<file path="config.mk">
export PLATFORM = sky130hd
export DESIGN_NAME = alu_issue_decoder_flat
export DESIGN_NICKNAME = d
export VERILOG_FILES = /design/src/rtl/alu_issue_decoder_pkg.sv /design/src/rtl/alu_issue_decoder_if.sv /design/src/rtl/alu_issue_decoder_op_decode.sv /design/src/rtl/alu_issue_decoder.sv /design/src/flat_wrapper.sv
export SDC_FILE = /design/constraint.sdc
export NUM_CORES = 1
export LEC_CHECK = 0
export BUFFER_PORTS_ARGS = -buffer_cell sky130_fd_sc_hd__clkbuf_2
export CAP_MARGIN = 25
export CORE_ASPECT_RATIO = 1.5
export CORE_MARGIN = 5
export CORE_UTILIZATION = 55
export DETAILED_ROUTE_END_ITERATION = 6
export PLACE_DENSITY = 0.79
export SYNTH_ARGS = -nofsm -noshare
export SYNTH_HDL_FRONTEND = slang
export SYNTH_HIERARCHICAL = 1
export SYNTH_SLANG_ARGS = --single-unit
export TNS_END_PERCENT = 30
</file>
<file path="constraint.sdc">
create_clock -name clk -period 2.4 [get_ports clk]
set_input_delay 0.48 -clock clk [delete_from_list [all_inputs] [get_ports clk]]
set_output_delay 0.48 -clock clk [all_outputs]
set_load 0.01 [all_outputs]
</file>
<file path="src/rtl/alu_issue_decoder_pkg.sv">
// Shared types and RV32I encoding constants for the ALU issue decoder.
package alu_issue_pkg;

  localparam int unsigned DATA_WIDTH    = 32;
  localparam int unsigned OPCODE_LENGTH = 4;
  localparam int unsigned REG_ADDR_W    = 5;

  typedef enum logic [OPCODE_LENGTH-1:0] {
    AluAdd  = 4'b0000,
    AluSub  = 4'b0001,
    AluAnd  = 4'b0010,
    AluOr   = 4'b0011,
    AluXor  = 4'b0100,
    AluSll  = 4'b0101,
    AluSrl  = 4'b0110,
    AluSra  = 4'b0111,
    AluSlti = 4'b1000,
    AluSlt  = 4'b1001,
    AluAddi = 4'b1010,
    AluBeq  = 4'b1011,
    AluBne  = 4'b1100,
    AluBlt  = 4'b1101,
    AluBge  = 4'b1110
  } alu_op_e;

  localparam logic [6:0] OpcOp     = 7'b0110011;
  localparam logic [6:0] OpcOpImm  = 7'b0010011;
  localparam logic [6:0] OpcLoad   = 7'b0000011;
  localparam logic [6:0] OpcStore  = 7'b0100011;
  localparam logic [6:0] OpcBranch = 7'b1100011;
  localparam logic [6:0] OpcLui    = 7'b0110111;

  localparam logic [2:0] F3AddSub = 3'b000;
  localparam logic [2:0] F3Sll    = 3'b001;
  localparam logic [2:0] F3Slt    = 3'b010;
  localparam logic [2:0] F3Xor    = 3'b100;
  localparam logic [2:0] F3Shr    = 3'b101;
  localparam logic [2:0] F3Or     = 3'b110;
  localparam logic [2:0] F3And    = 3'b111;
  localparam logic [2:0] F3Beq    = 3'b000;
  localparam logic [2:0] F3Bne    = 3'b001;
  localparam logic [2:0] F3Blt    = 3'b100;
  localparam logic [2:0] F3Bge    = 3'b101;

  localparam logic [6:0] F7Base = 7'b0000000;
  localparam logic [6:0] F7Alt  = 7'b0100000;

  typedef struct packed {
    alu_op_e                 op;
    logic [REG_ADDR_W-1:0]   rs1;
    logic [REG_ADDR_W-1:0]   rs2;
    logic [REG_ADDR_W-1:0]   rd;
    logic [DATA_WIDTH-1:0]   imm;
    logic                    alu_src;
    logic                    use_rs1;
    logic                    reg_write;
    logic                    is_branch;
    logic                    is_load;
    logic                    is_store;
    logic                    illegal;
    logic [DATA_WIDTH-1:0]   pc;
  } decoded_t;

endpackage

</file>
<file path="src/rtl/alu_issue_decoder_if.sv">
// Fetch-side and execute-side handshake bundle of the ALU issue decoder.
interface alu_issue_decoder_if;
  logic                                       in_valid;
  logic                                       in_ready;
  logic [alu_issue_pkg::DATA_WIDTH-1:0]       in_instr;
  logic [alu_issue_pkg::DATA_WIDTH-1:0]       in_pc;
  logic                                       out_valid;
  logic                                       out_ready;
  logic [alu_issue_pkg::OPCODE_LENGTH-1:0]    out_op;
  logic [alu_issue_pkg::REG_ADDR_W-1:0]       out_rs1;
  logic [alu_issue_pkg::REG_ADDR_W-1:0]       out_rs2;
  logic [alu_issue_pkg::REG_ADDR_W-1:0]       out_rd;
  logic [alu_issue_pkg::DATA_WIDTH-1:0]       out_imm;
  logic                                       out_alu_src;
  logic                                       out_use_rs1;
  logic                                       out_reg_write;
  logic                                       out_is_branch;
  logic                                       out_is_load;
  logic                                       out_is_store;
  logic                                       out_illegal;
  logic [alu_issue_pkg::DATA_WIDTH-1:0]       out_pc;

  modport master (
    output in_valid, in_instr, in_pc, out_ready,
    input  in_ready, out_valid, out_op, out_rs1, out_rs2, out_rd, out_imm, out_alu_src,
           out_use_rs1, out_reg_write, out_is_branch, out_is_load, out_is_store,
           out_illegal, out_pc
  );

  modport slave (
    input  in_valid, in_instr, in_pc, out_ready,
    output in_ready, out_valid, out_op, out_rs1, out_rs2, out_rd, out_imm, out_alu_src,
           out_use_rs1, out_reg_write, out_is_branch, out_is_load, out_is_store,
           out_illegal, out_pc
  );
endinterface

</file>
<file path="src/rtl/alu_issue_decoder_op_decode.sv">
// Combinational RV32I instruction to ALU issue bundle decoder.
module rv32i_alu_op_decode
  import alu_issue_pkg::*;
(
  input  logic [DATA_WIDTH-1:0] i_instr,
  input  logic [DATA_WIDTH-1:0] i_pc,
  output decoded_t              o_dec
);

  logic [6:0]            w_opcode;
  logic [2:0]            w_funct3;
  logic [6:0]            w_funct7;
  logic [REG_ADDR_W-1:0] w_rd;
  logic [DATA_WIDTH-1:0] w_imm_i, w_imm_s, w_imm_b, w_imm_u, w_shamt;
  logic                  w_legal, w_wr, w_alu_src, w_use_rs1, w_br, w_ld, w_st;
  alu_op_e               w_op;
  logic [DATA_WIDTH-1:0] w_imm;

  assign w_opcode = i_instr[6:0];
  assign w_rd     = i_instr[11:7];
  assign w_funct3 = i_instr[14:12];
  assign w_funct7 = i_instr[31:25];
  assign w_imm_i  = {{20{i_instr[31]}}, i_instr[31:20]};
  assign w_imm_s  = {{20{i_instr[31]}}, i_instr[31:25], i_instr[11:7]};
  assign w_imm_b  = {{19{i_instr[31]}}, i_instr[31], i_instr[7], i_instr[30:25],
                     i_instr[11:8], 1'b0};
  assign w_imm_u  = {i_instr[31:12], 12'b0};
  assign w_shamt  = {27'b0, i_instr[24:20]};

  always_comb begin
    w_legal   = 1'b0;
    w_op      = AluAdd;
    w_imm     = '0;
    w_alu_src = 1'b0;
    w_use_rs1 = 1'b1;
    w_wr      = 1'b0;
    w_br      = 1'b0;
    w_ld      = 1'b0;
    w_st      = 1'b0;
    case (w_opcode)
      OpcOp: begin
        w_wr = 1'b1;
        case (w_funct3)
          F3AddSub: begin
            w_legal = (w_funct7 == F7Base) || (w_funct7 == F7Alt);
            w_op    = (w_funct7 == F7Alt) ? AluSub : AluAdd;
          end
          F3Shr: begin
            w_legal = (w_funct7 == F7Base) || (w_funct7 == F7Alt);
            w_op    = (w_funct7 == F7Alt) ? AluSra : AluSrl;
          end
          F3Sll:   begin w_legal = (w_funct7 == F7Base); w_op = AluSll; end
          F3Slt:   begin w_legal = (w_funct7 == F7Base); w_op = AluSlt; end
          F3Xor:   begin w_legal = (w_funct7 == F7Base); w_op = AluXor; end
          F3Or:    begin w_legal = (w_funct7 == F7Base); w_op = AluOr;  end
          F3And:   begin w_legal = (w_funct7 == F7Base); w_op = AluAnd; end
          default: w_legal = 1'b0;
        endcase
      end
      OpcOpImm: begin
        w_wr      = 1'b1;
        w_alu_src = 1'b1;
        w_imm     = w_imm_i;
        case (w_funct3)
          F3AddSub: begin w_legal = 1'b1; w_op = AluAddi; end
          F3Slt:    begin w_legal = 1'b1; w_op = AluSlti; end
          F3Xor:    begin w_legal = 1'b1; w_op = AluXor;  end
          F3Or:     begin w_legal = 1'b1; w_op = AluOr;   end
          F3And:    begin w_legal = 1'b1; w_op = AluAnd;  end
          F3Sll: begin
            w_legal = (w_funct7 == F7Base);
            w_op    = AluSll;
            w_imm   = w_shamt;
          end
          F3Shr: begin
            w_legal = (w_funct7 == F7Base) || (w_funct7 == F7Alt);
            w_op    = (w_funct7 == F7Alt) ? AluSra : AluSrl;
            w_imm   = w_shamt;
          end
          default: w_legal = 1'b0;
        endcase
      end
      OpcLoad: begin
        w_legal   = w_funct3 inside {3'd0, 3'd1, 3'd2, 3'd4, 3'd5};
        w_alu_src = 1'b1;
        w_imm     = w_imm_i;
        w_ld      = 1'b1;
        w_wr      = 1'b1;
      end
      OpcStore: begin
        w_legal   = w_funct3 inside {3'd0, 3'd1, 3'd2};
        w_alu_src = 1'b1;
        w_imm     = w_imm_s;
        w_st      = 1'b1;
      end
      OpcBranch: begin
        w_imm = w_imm_b;
        w_br  = 1'b1;
        case (w_funct3)
          F3Beq:   begin w_legal = 1'b1; w_op = AluBeq; end
          F3Bne:   begin w_legal = 1'b1; w_op = AluBne; end
          F3Blt:   begin w_legal = 1'b1; w_op = AluBlt; end
          F3Bge:   begin w_legal = 1'b1; w_op = AluBge; end
          default: w_legal = 1'b0;
        endcase
      end
      OpcLui: begin
        w_legal   = 1'b1;
        w_use_rs1 = 1'b0;
        w_alu_src = 1'b1;
        w_imm     = w_imm_u;
        w_wr      = 1'b1;
      end
      default: w_legal = 1'b0;
    endcase
  end

  // Illegal encodings carry only register fields and PC; everything else is zeroed.
  always_comb begin
    o_dec     = '0;
    o_dec.rs1 = i_instr[19:15];
    o_dec.rs2 = i_instr[24:20];
    o_dec.rd  = w_rd;
    o_dec.pc  = i_pc;
    if (w_legal) begin
      o_dec.op        = w_op;
      o_dec.imm       = w_imm;
      o_dec.alu_src   = w_alu_src;
      o_dec.use_rs1   = w_use_rs1;
      o_dec.reg_write = w_wr && (w_rd != '0);
      o_dec.is_branch = w_br;
      o_dec.is_load   = w_ld;
      o_dec.is_store  = w_st;
    end else begin
      o_dec.illegal   = 1'b1;
    end
  end

endmodule

</file>
<file path="src/rtl/alu_issue_decoder.sv">
// Decode stage with a registered output slot plus one skid slot between fetch and execute.
module alu_issue_decoder
  import alu_issue_pkg::*;
(
  input logic                clk,
  input logic                rst_n,
  input logic                flush,
  alu_issue_decoder_if.slave bus
);

  decoded_t w_dec;
  decoded_t r_out;
  decoded_t r_skid;
  logic     r_out_valid;
  logic     r_skid_valid;
  logic     w_accept;
  logic     w_out_free;

  rv32i_alu_op_decode u_decode (
    .i_instr (bus.in_instr),
    .i_pc    (bus.in_pc),
    .o_dec   (w_dec)
  );

  // Ready depends only on the skid flop, so no combinational path from out_ready.
  assign w_accept   = bus.in_valid && !r_skid_valid;
  assign w_out_free = !r_out_valid || bus.out_ready;

  always_ff @(posedge clk or negedge rst_n) begin
    if (!rst_n) begin
      r_out        <= '0;
      r_skid       <= '0;
      r_out_valid  <= 1'b0;
      r_skid_valid <= 1'b0;
    end else if (flush) begin
      r_out_valid  <= 1'b0;
      r_skid_valid <= 1'b0;
    end else if (w_out_free) begin
      if (r_skid_valid) begin
        r_out        <= r_skid;
        r_out_valid  <= 1'b1;
        r_skid_valid <= 1'b0;
      end else begin
        r_out_valid <= w_accept;
        if (w_accept) r_out <= w_dec;
      end
    end else if (w_accept) begin
      r_skid       <= w_dec;
      r_skid_valid <= 1'b1;
    end
  end

  assign bus.in_ready      = !r_skid_valid;
  assign bus.out_valid     = r_out_valid;
  assign bus.out_op        = r_out.op;
  assign bus.out_rs1       = r_out.rs1;
  assign bus.out_rs2       = r_out.rs2;
  assign bus.out_rd        = r_out.rd;
  assign bus.out_imm       = r_out.imm;
  assign bus.out_alu_src   = r_out.alu_src;
  assign bus.out_use_rs1   = r_out.use_rs1;
  assign bus.out_reg_write = r_out.reg_write;
  assign bus.out_is_branch = r_out.is_branch;
  assign bus.out_is_load   = r_out.is_load;
  assign bus.out_is_store  = r_out.is_store;
  assign bus.out_illegal   = r_out.illegal;
  assign bus.out_pc        = r_out.pc;

endmodule

</file>
<file path="src/flat_wrapper.sv">
// flat-port wrapper written by rule: the top's interface ports become plain ports
module alu_issue_decoder_flat import alu_issue_pkg::*;
  (clk, rst_n, flush, bus_in_valid, bus_in_instr, bus_in_pc, bus_out_ready, bus_in_ready, bus_out_valid, bus_out_op, bus_out_rs1, bus_out_rs2, bus_out_rd, bus_out_imm, bus_out_alu_src, bus_out_use_rs1, bus_out_reg_write, bus_out_is_branch, bus_out_is_load, bus_out_is_store, bus_out_illegal, bus_out_pc);
  alu_issue_decoder_if bus_i ();
  input logic clk;
  input logic rst_n;
  input logic flush;
  input wire logic [$bits(bus_i.in_valid)-1:0] bus_in_valid;
  input wire logic [$bits(bus_i.in_instr)-1:0] bus_in_instr;
  input wire logic [$bits(bus_i.in_pc)-1:0] bus_in_pc;
  input wire logic [$bits(bus_i.out_ready)-1:0] bus_out_ready;
  output wire logic [$bits(bus_i.in_ready)-1:0] bus_in_ready;
  output wire logic [$bits(bus_i.out_valid)-1:0] bus_out_valid;
  output wire logic [$bits(bus_i.out_op)-1:0] bus_out_op;
  output wire logic [$bits(bus_i.out_rs1)-1:0] bus_out_rs1;
  output wire logic [$bits(bus_i.out_rs2)-1:0] bus_out_rs2;
  output wire logic [$bits(bus_i.out_rd)-1:0] bus_out_rd;
  output wire logic [$bits(bus_i.out_imm)-1:0] bus_out_imm;
  output wire logic [$bits(bus_i.out_alu_src)-1:0] bus_out_alu_src;
  output wire logic [$bits(bus_i.out_use_rs1)-1:0] bus_out_use_rs1;
  output wire logic [$bits(bus_i.out_reg_write)-1:0] bus_out_reg_write;
  output wire logic [$bits(bus_i.out_is_branch)-1:0] bus_out_is_branch;
  output wire logic [$bits(bus_i.out_is_load)-1:0] bus_out_is_load;
  output wire logic [$bits(bus_i.out_is_store)-1:0] bus_out_is_store;
  output wire logic [$bits(bus_i.out_illegal)-1:0] bus_out_illegal;
  output wire logic [$bits(bus_i.out_pc)-1:0] bus_out_pc;
  assign bus_i.in_valid = bus_in_valid;
  assign bus_i.in_instr = bus_in_instr;
  assign bus_i.in_pc = bus_in_pc;
  assign bus_i.out_ready = bus_out_ready;
  assign bus_in_ready = bus_i.in_ready;
  assign bus_out_valid = bus_i.out_valid;
  assign bus_out_op = bus_i.out_op;
  assign bus_out_rs1 = bus_i.out_rs1;
  assign bus_out_rs2 = bus_i.out_rs2;
  assign bus_out_rd = bus_i.out_rd;
  assign bus_out_imm = bus_i.out_imm;
  assign bus_out_alu_src = bus_i.out_alu_src;
  assign bus_out_use_rs1 = bus_i.out_use_rs1;
  assign bus_out_reg_write = bus_i.out_reg_write;
  assign bus_out_is_branch = bus_i.out_is_branch;
  assign bus_out_is_load = bus_i.out_is_load;
  assign bus_out_is_store = bus_i.out_is_store;
  assign bus_out_illegal = bus_i.out_illegal;
  assign bus_out_pc = bus_i.out_pc;
  alu_issue_decoder u_core (.clk(clk), .rst_n(rst_n), .flush(flush), .bus(bus_i));
endmodule
</file>
==> summary.md <==
| Metric | Value |
|---|---|
| Worst hold start | flush |
| Initial antenna violation count | 0 |
| Clk slew on worst S/H paths | approximately 70 ps |
| Final core utilization | 0.663 |
| Layout cells sized above 1 | 0.617 |
| Area Overhead vs Synth | 17.9% |
| DP HPWL | 15.4 mm |
| Core ar. | 16300 sq um |
| Reg-to-reg critical path startpoint | u_core/r_skid_valid$_DFFE_PN0P_ |
| Startpoint types | primary input |
| Final Cycle Share | 0.979 |
| Max FO, Critical Path | 6 |
| #FFs+latches synth | 182 |
| Vias in the first global route | 6788 |
| H-tree Lvls | 4 |
| Residual DRC | 0 |
| Buffers on Ports | 160 |
| Hold Path Depth | 2 |
| Cells on worst reg2reg path | 4 |
| Cell Count Post-Placement | 1027 |
| Status | complete, no violations |
| Sequential fraction of the synthesis area | 0.498 |
| Max-slew violations | 0 |
| Worst path required time | around 2700 ps |
| Pleak | 5.12 nW |
| Combinational Power Share | 0.146 |
| Syn Nets | 770 |
| Number of buffers created by CTS | 17 |
| Pin count of the biggest net entering global routing | 77 |
| Hold Crit Class | primary input to register |
| Tmin final | 2350 ps |
| Hold WS | between 200 and 300 ps |
| RSZ-0062 raised after global routing | yes |
| WL final | between 20 and 25 mm |
| Switch Pwr | 0.00186 W |
| Syn_area_per_cell | between 10 and 15 sq um |
| DRT iter0 DRCs | 328 |
| N_diodes | 0 |
| VDD IR-drop max | 0.551 mV |
| Vias per std cell | 5.73 |
| Hold-critical path endpoint | u_core/bus.out_valid$_DFFE_PN0P_ |
| WL/cell | 20.3 um |
| Clock root cell | clkbuf_16 |
| CTS Sinks | 182 |
| GRT Util Overall | 0.227 |
| RR Endpoint | u_core/r_skid[9]$_DFFE_PN0P_ |
| Clock buffer depth | 2 |
| Grt total ovfl | 0 |
| Yosys cell types | 45 |
| WP data arrival | around 2700 ps |
| Final nets | 915 |
| Reg-to-reg setup timing slack | 460 ps |
| Clock latency on the worst-skew pair | 420 ps |
| Die H | 168 um |
| First-pass DRT Iterations | 5 |
| Clk pwr share | 0.363 |
| Fin. Hold Viols | 0 |
| CTS tree | yes |
| Pwr dens | a little under 700 nW/um^2 |
| Sequential fraction of design power | 0.492 |
| Synthesized cell area | 9140 sq um |
| Switching Fraction | 0.252 |
| Slew headroom | 0.547 |
| Die X | 115 um |
| Fmax achieved | approximately 430 MHz |
| Final setup viols | 0 |
| Max_cap viols | 0 |
| Gate Count Post-Synth | around 700 |
| RePlAce Congestion | 0.888 |
| CP Capture Type | register |
| Kind of critical path | primary input to register |
| Global-route wire length before repair | 34.8 mm |
| Pint | 0.00551 W |
| Layout Skew | between 8 and 9 ps |
| Antenna Nets Post-Route | 0 |
| Yosys warnings | 6 |
| Final cell count without fillers | roughly 1100 |
| Slew @ Worst Pin | 675 ps |
| FP Rows | 57 |
| I/O pin total | between 150 and 200 |
| Detailed-route via count | about 6100 |
| Die area | 19400 sq um |
| Initial Utilization | 0.562 |
==> layout make-up <==
cell class / count / area, sq um
clock buffers: 21 / 470
repair buffers: 216 / 1360
fillers: 1194 / 5480
inverters: 5 / 18.8
well taps: 206 / 258
multi-input cells: 422 / 4020
clock inverters: 11 / 98.8
flip-flops and latches: 182 / 4560
==> critical path: stages <==
cell and delay [ps]:
clkbuf_2 90, inv_1 60, fa_1 530, o21ai_2 60, a21oi_2 150, a2111oi_4 100, nor4_4 160, buf_6 180
buf_12 120, and3b_1 190, mux2_2 260, mux2_4 260
==> flip-flops by register name, summed over array words and instances, names as in the netlist <==
signal                    count
u_core/bus.out_is_load        1
u_core/bus.out_is_branch      1
u_core/bus.out_use_rs1        1
u_core/bus.out_pc            32
u_core/bus.out_illegal        1
u_core/bus.out_rd             5
u_core/bus.out_reg_write      1
u_core/bus.out_alu_src        1
u_core/bus.out_rs2            5
u_core/bus.out_op             4
u_core/bus.out_valid          1
u_core/bus.out_is_store       1
u_core/bus.out_rs1            5
u_core/bus.out_imm           32
u_core/r_skid                90
u_core/r_skid_valid           1
==> timing repair <==
action	in CTS	in global routing
buffers inserted	2	0
resized for setup	5	10
hold buffers	1	0
setup endpoints to repair	34	39
endpoints found under the hold margin	34	0
pin swaps	1	1
gates cloned	1	0
==> metrics by stage <==
step | setup slack, ps | instance area [sq um] | TNS, ps | power [W]
after detailed placement | -564 | 10100 | -28310 | 0.00475
after CTS | -52.1 | 10700 | -85.7 | 0.00743
final | 51.0 | 10800 | 0 | 0.00737
after global placement | -484 | 10100 | -24740 | 0.00467
after floorplan | -308 | 9150 | -8780 | 0.00429
after global routing | -37.0 | 10800 | -42.0 | 0.00771
==> placed cells by master, fill, tap and decap left out, types with 4 or more instances in the layout <==
| master | n |
|---|---|
| nor3_1 | 4 |
| o21ai_0 | 7 |
| mux2_1 | 6 |
| a21oi_1 | 25 |
| mux2_2 | 260 |
| buf_4 | 45 |
| nand2b_1 | 4 |
| nand2_1 | 35 |
| clkbuf_16 | 17 |
| mux2_4 | 4 |
| clkinv_2 | 4 |
| nor2_1 | 26 |
| a22oi_1 | 5 |
| dfrtp_1 | 181 |
| buf_12 | 8 |
| clkbuf_2 | 158 |
==> cell usage after synthesis, drive strengths merged <==
| master | n | area share |
|---|---|---|
| inv | 5 | 0.0021 |
| buf | 87 | 0.067 |
| nand2b | 5 | 0.0037 |
| nand4bb | 1 | 0.0030 |
| or3 | 1 | 0.00068 |
| o22ai | 2 | 0.0014 |
| and3b | 1 | 0.00096 |
| a2bb2oi | 1 | 0.00096 |
| nand2 | 35 | 0.014 |
| clkbuf | 3 | 0.0012 |
| a211oi | 1 | 0.00082 |
| nor3 | 6 | 0.0045 |
| and2 | 1 | 0.00068 |
| maj3 | 1 | 0.0012 |
| dfrtp | 182 | 0.50 |
| o21ai | 8 | 0.0044 |
| and3 | 2 | 0.0014 |
| or4 | 3 | 0.0025 |
| nand3 | 3 | 0.0016 |
| a2111oi | 2 | 0.0047 |
| nor2 | 26 | 0.011 |
| nand4 | 2 | 0.0014 |
| nand4b | 1 | 0.00096 |
| a32oi | 1 | 0.00096 |
| a21oi | 28 | 0.015 |
| nor4 | 3 | 0.0044 |
| a22oi | 5 | 0.0041 |
| nor3b | 2 | 0.0016 |
| o32ai | 1 | 0.00096 |
| a31oi | 3 | 0.0021 |
| mux2 | 270 | 0.33 |
| and4bb | 1 | 0.0014 |
| fa | 2 | 0.0044 |
| nand3b | 1 | 0.00082 |
| and2b | 1 | 0.0011 |
| nor2b | 2 | 0.0022 |
==> per-layer routing <==
metal / share of wire / global-route usage
met5: 0 / 0
met4: 0.026 / 0.0843
met3: 0.059 / 0.0578
met2: 0.53 / 0.395
met1: 0.38 / 0.266
==> how the worst max path moves through the flow <==
stage,start,to,slack [ps],cells past startpoint
3_5_place_dp,bus_in_instr[12],u_core/bus.out_imm[21]$_DFFE_PN0P_,-560,10
5_1_grt,bus_in_instr[13],u_core/bus.out_op[2]$_DFFE_PN0P_,-40,12
2_1_floorplan,bus_in_instr[13],u_core/bus.out_op[2]$_DFFE_PN0P_,-310,11
6_report,bus_in_instr[13],u_core/bus.out_op[2]$_DFFE_PN0P_,50,12
4_1_cts,bus_in_instr[12],u_core/bus.out_op[2]$_DFFE_PN0P_,-50,12
3_3_place_gp,bus_in_instr[12],u_core/bus.out_imm[22]$_DFFE_PN0P_,-480,10
==> kinds of logic after synthesis <==
logic type                 Yosys count  synth area share
muxes                              270             0.333
DFF                                182             0.498
and+or+nand+nor                     97            0.0579
buffers and inverters               95            0.0701
AOI/OAI and AO/OA                   52            0.0356
adders and majority gates            3           0.00561
==> power groups by stage <==
stage                     logic (W)  registers, W  clock network, W
after floorplan            0.000597       0.00369                 0
after global placement      0.00103       0.00364                 0
after detailed placement    0.00107       0.00368                 0
after CTS                   0.00108       0.00362           0.00272
after global routing        0.00117       0.00366           0.00288
final                       0.00107       0.00362           0.00267
Note: power is estimated with default switching activity, not from simulation.
